$ cat src/rtl/pifo_sorted_reg.sv
// Push-in first-out queue held as a sorted register array.
// Slot 0 is always the head, so the output side is a plain register read.
// A push lands at the first slot whose rank is strictly worse than the new
// rank, which keeps equal ranks in arrival order.
module pifo_sorted_reg #(
  parameter int DEPTH      = 8,
  parameter int RANK_WIDTH = 16,
  parameter int META_WIDTH = 32,
  parameter int ORDER      = 0
) (
  input  logic                         clk,
  input  logic                         rst,
  input  logic                         flush,
  input  logic                         in_valid,
  output logic                         in_ready,
  input  logic [RANK_WIDTH-1:0]        in_rank,
  input  logic [META_WIDTH-1:0]        in_meta,
  output logic                         out_valid,
  input  logic                         out_ready,
  output logic [RANK_WIDTH-1:0]        out_rank,
  output logic [META_WIDTH-1:0]        out_meta,
  output logic [$clog2(DEPTH+1)-1:0]   count,
  output logic                         full,
  output logic                         empty,
  output logic                         overflow
);

  localparam int CW = $clog2(DEPTH+1);
  // Invalid slots carry the rank that loses every comparison.
  localparam logic [RANK_WIDTH-1:0] WORST_RANK =
    (ORDER == 0) ? {RANK_WIDTH{1'b1}} : {RANK_WIDTH{1'b0}};

  // True when a stored rank must sit behind a newly arriving rank.
  function automatic logic is_worse(input logic [RANK_WIDTH-1:0] slot_rank,
                                    input logic [RANK_WIDTH-1:0] new_rank);
    if (ORDER == 0) begin
      is_worse = (slot_rank > new_rank);
    end else begin
      is_worse = (slot_rank < new_rank);
    end
  endfunction

  // Stored state
  logic [RANK_WIDTH-1:0] rank_r [DEPTH];
  logic [META_WIDTH-1:0] meta_r [DEPTH];
  logic [DEPTH-1:0]      valid_r;
  logic [CW-1:0]         count_r;
  logic                  full_r;
  logic                  empty_r;
  logic                  overflow_r;

  // Handshake
  logic                  in_ready_s;
  logic                  push_s;
  logic                  pop_s;

  // Array after an optional pop (head removed, everything shifted up)
  logic [RANK_WIDTH-1:0] base_rank_s [DEPTH];
  logic [META_WIDTH-1:0] base_meta_s [DEPTH];
  logic [DEPTH-1:0]      base_valid_s;
  logic [CW-1:0]         base_count_s;

  // Same array shifted down one slot, used behind the insertion point
  logic [RANK_WIDTH-1:0] dn_rank_s [DEPTH];
  logic [META_WIDTH-1:0] dn_meta_s [DEPTH];
  logic [DEPTH-1:0]      dn_valid_s;

  logic [CW-1:0]         ins_pos_s;

  // Next state
  logic [RANK_WIDTH-1:0] nxt_rank_s [DEPTH];
  logic [META_WIDTH-1:0] nxt_meta_s [DEPTH];
  logic [DEPTH-1:0]      nxt_valid_s;
  logic [CW-1:0]         nxt_count_s;
  logic                  nxt_overflow_s;

  // A full queue still accepts a push when the head leaves in the same cycle.
  always_comb begin
    in_ready_s = !full_r || out_ready;
    pop_s      = valid_r[0] && out_ready;
    push_s     = in_valid && in_ready_s;
  end

  // Remove the head when popping; the freed tail slot becomes invalid.
  always_comb begin
    base_rank_s  = rank_r;
    base_meta_s  = meta_r;
    base_valid_s = valid_r;
    base_count_s = count_r;
    if (pop_s) begin
      for (int i = 0; i < DEPTH-1; i++) begin
        base_rank_s[i]  = rank_r[i+1];
        base_meta_s[i]  = meta_r[i+1];
        base_valid_s[i] = valid_r[i+1];
      end
      base_rank_s[DEPTH-1]  = WORST_RANK;
      base_meta_s[DEPTH-1]  = {META_WIDTH{1'b0}};
      base_valid_s[DEPTH-1] = 1'b0;
      base_count_s          = count_r - {{(CW-1){1'b0}}, 1'b1};
    end else begin
      base_count_s = count_r;
    end
  end

  // Down-shifted copy of the post-pop array; slot 0 is never used from it.
  always_comb begin
    dn_rank_s     = base_rank_s;
    dn_meta_s     = base_meta_s;
    dn_valid_s    = base_valid_s;
    for (int i = 1; i < DEPTH; i++) begin
      dn_rank_s[i]  = base_rank_s[i-1];
      dn_meta_s[i]  = base_meta_s[i-1];
      dn_valid_s[i] = base_valid_s[i-1];
    end
  end

  // Insertion point: first valid slot strictly worse than the new rank,
  // otherwise just behind the last valid entry.
  always_comb begin
    ins_pos_s = base_count_s;
    for (int i = DEPTH-1; i >= 0; i--) begin
      if (base_valid_s[i] && is_worse(base_rank_s[i], in_rank)) begin
        ins_pos_s = CW'(i);
      end else begin
        ins_pos_s = ins_pos_s;
      end
    end
  end

  // Build next array: flush wins, otherwise pop result plus optional insert.
  always_comb begin
    nxt_rank_s     = base_rank_s;
    nxt_meta_s     = base_meta_s;
    nxt_valid_s    = base_valid_s;
    nxt_count_s    = base_count_s;
    nxt_overflow_s = 1'b0;
    if (flush) begin
      for (int i = 0; i < DEPTH; i++) begin
        nxt_rank_s[i] = WORST_RANK;
        nxt_meta_s[i] = {META_WIDTH{1'b0}};
      end
      nxt_valid_s = {DEPTH{1'b0}};
      nxt_count_s = {CW{1'b0}};
    end else begin
      nxt_overflow_s = in_valid && !in_ready_s;
      if (push_s) begin
        for (int i = 0; i < DEPTH; i++) begin
          if (CW'(i) == ins_pos_s) begin
            nxt_rank_s[i]  = in_rank;
            nxt_meta_s[i]  = in_meta;
            nxt_valid_s[i] = 1'b1;
          end else if (CW'(i) > ins_pos_s) begin
            nxt_rank_s[i]  = dn_rank_s[i];
            nxt_meta_s[i]  = dn_meta_s[i];
            nxt_valid_s[i] = dn_valid_s[i];
          end else begin
            nxt_rank_s[i]  = base_rank_s[i];
            nxt_meta_s[i]  = base_meta_s[i];
            nxt_valid_s[i] = base_valid_s[i];
          end
        end
        nxt_count_s = base_count_s + {{(CW-1){1'b0}}, 1'b1};
      end else begin
        nxt_count_s = base_count_s;
      end
    end
  end

  // State registers; reset clears the queue and zeroes the head outputs.
  always_ff @(posedge clk or posedge rst) begin
    if (rst) begin
      for (int i = 0; i < DEPTH; i++) begin
        rank_r[i] <= WORST_RANK;
        meta_r[i] <= {META_WIDTH{1'b0}};
      end
      rank_r[0]  <= {RANK_WIDTH{1'b0}};
      valid_r    <= {DEPTH{1'b0}};
      count_r    <= {CW{1'b0}};
      full_r     <= 1'b0;
      empty_r    <= 1'b1;
      overflow_r <= 1'b0;
    end else begin
      rank_r     <= nxt_rank_s;
      meta_r     <= nxt_meta_s;
      valid_r    <= nxt_valid_s;
      count_r    <= nxt_count_s;
      full_r     <= (nxt_count_s == CW'(DEPTH));
      empty_r    <= (nxt_count_s == {CW{1'b0}});
      overflow_r <= nxt_overflow_s;
    end
  end

  assign in_ready  = in_ready_s;
  assign out_valid = valid_r[0];
  assign out_rank  = rank_r[0];
  assign out_meta  = meta_r[0];
  assign count     = count_r;
  assign full      = full_r;
  assign empty     = empty_r;
  assign overflow  = overflow_r;

endmodule
$ cat config.mk
export PLATFORM = sky130hd
export DESIGN_NAME = pifo_sorted_reg
export DESIGN_NICKNAME = d
export VERILOG_FILES = /design/src/rtl/pifo_sorted_reg.sv
export SDC_FILE = /design/constraint.sdc
export NUM_CORES = 2
export LEC_CHECK = 0
export BUFFER_PORTS_ARGS = -buffer_cell sky130_fd_sc_hd__buf_2
export CORE_MARGIN = 10
export CORE_UTILIZATION = 60
export CTS_BUF_LIST = sky130_fd_sc_hd__clkbuf_4 sky130_fd_sc_hd__clkbuf_8 sky130_fd_sc_hd__clkbuf_16
export DETAILED_ROUTE_END_ITERATION = 8
export PLACE_DENSITY = 0.78
export RECOVER_POWER = 100
export SLEW_MARGIN = 30
export SYNTH_ARGS = -nofsm -noshare
export SYNTH_HDL_FRONTEND = slang
export SYNTH_SLANG_ARGS = --single-unit
$ cat constraint.sdc
create_clock -name clk -period 25.4 [get_ports clk]
set_input_delay 2.54 -clock clk [delete_from_list [all_inputs] [get_ports clk]]
set_output_delay 2.54 -clock clk [all_outputs]
set_load 0.05 [all_outputs]
Word level (Yosys, flattened, before mapping)
Cells that the tools add are included.
- $add $sub $neg: 2
- multiply operators: 0
- divide/modulo/power cells: 0
- magnitude comparators: 15
- eq/ne operators: 8
- shift-type cells: 0
- multiplexer cells: 66
- bitwise gates (word level): 0
- reductions and logical operators: 16
- operator list (operator ; number):
    two-way mux 256 bit ; 3
    two-way mux 32 bit ; 15
    two-way mux 128 bit ; 3
    two-way mux 16 bit ; 15
    greater-than comparator 16 bit ; 8
    two-way mux 4 bit ; 11
    two-way mux 8 bit ; 3
    == test 3 x 4 -> 1 bit (first input constant) ; 4
    greater-than comparator 3 x 4 -> 1 bit (first input constant) ; 4
    two-way mux 1 bit ; 16
    logical AND 1 bit ; 11
    == test 2 x 4 -> 1 bit (first input constant) ; 2
    greater-than comparator 2 x 4 -> 1 bit (first input constant) ; 2
    zero test 4 bit ; 2
    adder 4 x 1 -> 4 bit (second input constant) ; 1
    == test 1 x 4 -> 1 bit (first input constant) ; 1
    == test 4 bit (second input constant) ; 1
    greater-than comparator 1 x 4 -> 1 bit (first input constant) ; 1
    subtractor 4 x 1 -> 4 bit (second input constant) ; 1
    zero test 1 bit ; 2
    logical OR 1 bit ; 1
- bits in registers: 399
- latch bits: 0
- bits in writable memories: 0
- bits in read-only memories: 0
- input bits: 53
- output and inout port bits: 57
- word-level logic and storage cells: 128
- memories: 0

Longest topological paths before layout
- word-level depth: 17
- depth in mapped cells: 22
- mapped depth without buffers: 15

Worst setup path before layout
Ideal clock, no wire load.
- path type: in2reg
- from: in out_ready
- to: reg meta_r[10] (netlist bit)
- library setup time: 148 ps
- arrival: 7181 ps
- data required time: 25252 ps
- setup slack: 18071 ps
- cell stages on the path: 20
- path buffers: 9
- path through: nand2_1 -> buf_2 -> clkbuf_1 -> clkbuf_1 -> clkbuf_1 -> buf_1 -> clkbuf_1 -> nand2_1 -> ha_1 -> nand4_1 -> or3_1 -> o211a_1 -> a211o_1 -> or4_4 -> buf_6 -> and2_4 -> buf_6 -> buf_6 -> a221oi_2 -> nor4_2
- RTL lines (element ; line ; text):
    start, declared ; 19 ; input logic out_ready,
    end signal, assigned by index ; 174 ; meta_r[i] <= {META_WIDTH{1'b0}};
    end signal, assigned ; 184 ; meta_r <= nxt_meta_s;
    end, declared ; 45 ; logic [META_WIDTH-1:0] meta_r [DEPTH];

==> key figures <==
Status
  – Status: complete, but fails checks
  – Failing checks: max-capacitance violations, max-slew violations

STA
  – Min setup slack post-route: between 8 and 9 ns
  – Tmin final: between 15 and 20 ns
  – Final hold violation count: 0
  – FMAX: about 61 MHz
  – Worst Hold Slack: 0.509 ns
  – Slew @ Worst Pin: roughly 6.3 ns
  – Pins over their slew limit: approximately 740
  – Final worst-path cycle share: 0.649
  – Setup TNS: 0 ns
  – Slew headroom: -3.19
  – Clock Skews: ~0.042 ns
  – Final setup violation count: 0
  – RSZ-0062 raised after global routing: false

Floorplanning
  – Die ar.: between 0.05 and 0.06 mm²
  – Row cnt: between 70 and 80
  – Core ar.: around 0.044 mm²
  – Width of the die: between 200 and 250 µm
  – Initial Util: 0.606
  – Boundary pin count: 110
  – Die Y: roughly 230 µm

Drt
  – Initial DRC count: around 3300
  – Detailed Routing Iterations Pass 1: 8
  – Routed Antenna Nets: 0
  – Number of vias per cell: roughly 6.8
  – Routed wire per std cell: between 20 and 25 µm
  – Vias: 24500
  – WL final: approximately 86000 µm
  – # DRC: 0

Logic synthesis
  – Cell taking the most area after synthesis: dfrtp_1
  – Unique masters post-synth: 81
  – Mapped Cells: between 3000 and 4000
  – Ys async rst share: 1.00
  – Area share of the largest cell type after synthesis: 0.267
  – Top-count cell post-synth: nand2_1
  – Synth Warn #: 0
  – EDFF count, synth: 0
  – Synthesized Nets: 3251
  – Synth Flop Type: dfrtp_1
  – Seq cells post-synth: roughly 400
  – Synth Area per Inst: between 8 and 9 µm²
  – Synth top area cells: dfrtp_1 27%, dfstp_2 11%, nand2_1 10%, mux2i_1 8.0%, ha_1 6.1%
  – Synth cell count leaders: 711 x nand2_1, 286 x dfrtp_1, 213 x mux2i_1
  – Synthesized cell area: between 0.02 and 0.03 mm²
  – Sequential cell area fraction in the yosys report: 0.378

Pwr
  – VDD IR max: between 100 and 150 µV
  – Pleak: around 0.012 µW
  – Power density over the cells: about 140 mW/mm²

Clock tree
  – TritonCTS clock tree: done
  – Root Buffer: clkbuf_16
  – CTS buffer count: between 40 and 50
  – Latest clock arrival within the worst-skew pair: roughly 0.61 ns
  – Post-CTS Setup Bufs: 0
  – Resized Gates After CTS: 0
  – Clk pin slew, worst setup/hold paths: roughly 0.06 ns
  – TritonCTS Sinks: about 400
  – CTS H-tree depth: 2
  – Clock Tree Buf Depth: 3
  – Hold-fix buffers at CTS: 0

Critical path
  – Delay-heaviest family, CP: buffers and inverters
  – CP Launch Type: primary input
  – Worst endpoint required time: about 26 ns
  – Worst reg2reg setup slack: between 10 and 15 ns
  – CP max-delay cell: clkbuf_1
  – Worst R2R Start: valid_r[0]
  – WP buf/inv: 5
  – Critical-path cell list: clkbuf_1 -> and2_0 -> buf_12 -> clkbuf_1 -> nand2_1 -> nand2_1 -> ha_1 -> nand4_1 -> nor4_1 -> a21boi_0 -> o31a_1 -> nor2_1 -> o2111ai_4 -> clkbuf_1 -> and2_0 -> clkbuf_1 -> nand2b_2 -> a21oi_1
  – Max stage delay on crit path: 4.37 ns
  – Worst Path Max Fanout: between 90 and 100
  – R2R cell count: 17
  – Worst Setup End Kind: flip-flop
  – Crit path top cell by count: clkbuf_1
  – Reg2reg end: meta_r[99]
  – Setup CP Type: primary input to flip-flop
  – CP arrival: ~17 ns

GRT
  – First-pass GRT wire length: around 140000 µm
  – Global Route Usage Sum: 0.309
  – Initial antenna violation count: 12
  – Grt ovf: 0
  – Largest net degree at the start of global routing: about 200
  – Vias in the first global route: roughly 24000

Cells and area
  – Filler cell count: between 3000 and 4000
  – Nets: 3134
  – Area growth from synthesis to layout: 5.30%
  – Layout cells sized above 1: 0.133

Min path
  – Hold depth: 2
  – WHS Endpoint: rank_r[1]
  – Hold Startpoint: rank_r[1]
  – Worst min-delay path class: flip-flop to flip-flop

Placement
  – Port Buf Inserts: about 110
  – Pre-CTS setup slack: 16.83 ns
  – Hpwl dp: approximately 54000 µm
  – Gpl congestion: around 0.94

Run
  – Max Cap Violations: 14
layout by cell type (no fill, tap or decap), drive strengths merged, types with 63 or more instances in the layout:
master	instances
a311oi	63
o21ai	112
inv	67
nor2	158
dfrtp	286
nand2	712
a21oi	203
dfstp	113
buf	74
ha	130
mux2i	214
clkbuf	141
worst max path at each step:
stage	slack (ns)	cells past startpoint	startpoint	to
5_1_grt	8.47	18	out_ready	meta_r[125]
6_report	8.92	18	out_ready	meta_r[99]
4_1_cts	17.42	17	out_ready	valid_r[4]
2_1_floorplan	11.95	1	rst	count[0]
3_5_place_dp	16.83	17	out_ready	valid_r[4]
3_3_place_gp	16.62	17	out_ready	valid_r[4]
report_power, final:
part | leakage [µW] | switching, µW | internal [µW]
Clock | 0.000765 | 281 | 388
Sequential | 0.00496 | 157 | 914
Combinational | 0.00629 | 1470 | 765
stage by stage:
step	cell area, µm²	utilization	instances	total power (µW)
floorplan	26800	-	3068	2720
global placement	27000	0.611	3490	3180
detailed placement	27100	0.612	3492	3250
CTS	28600	0.646	3574	3930
global route	28200	0.638	3583	4200
finish	28200	0.638	3586	3980
layout make-up:
class	count	area (µm²)	area share
Antenna cell	9	22.5	0.000798
Clock buffer	67	1380	0.0490
Clock inverter	15	116	0.00412
Inverter	66	249	0.00882
Multi-Input combinational cell	2290	14800	0.524
Sequential cell	399	10100	0.359
Tap cell	592	741	0.0262
Timing Repair Buffer	148	791	0.0280
registers in the layout (all words and copies together) (netlist names):
name and count:
empty 1, out_rank 16, full 1, overflow 1, count 4, out_meta 32
valid_r 8, rank_r 112, meta_r 224
layer usage:
layer	part of all wire	vias to the layer above	GRT usage
met5	0.00013	-	0
met2	0.43	1473	0.455
met4	0.025	2	0.0925
met1	0.42	12000	0.443
li1	-	10900	-
met3	0.12	164	0.0749
worst reg2reg max path: cells and delay by family (launching register included):
| family | cells | cell delay (ns) |
|---|---|---|
| AO/OA/AOI/OAI | 4 | 1.07 |
| buffers and inverters | 4 | 7.89 |
| AND/OR/NAND/NOR | 8 | 5.14 |
| adder cells (fa/ha/maj) | 1 | 0.20 |
| flip-flops | 1 | 0.48 |
logic make-up after synthesis:
logic type	count (synthesis)	synth area share
flip-flops	399	0.378
XOR/XNOR	8	0.00332
buffers and inverters	379	0.0646
multiplexers	270	0.104
AND/OR/NAND/NOR	1092	0.179
AO/OA/AOI/OAI	790	0.211
adder cells (fa/ha/maj)	130	0.0607
Note: power is estimated with default switching activity, not from simulation.
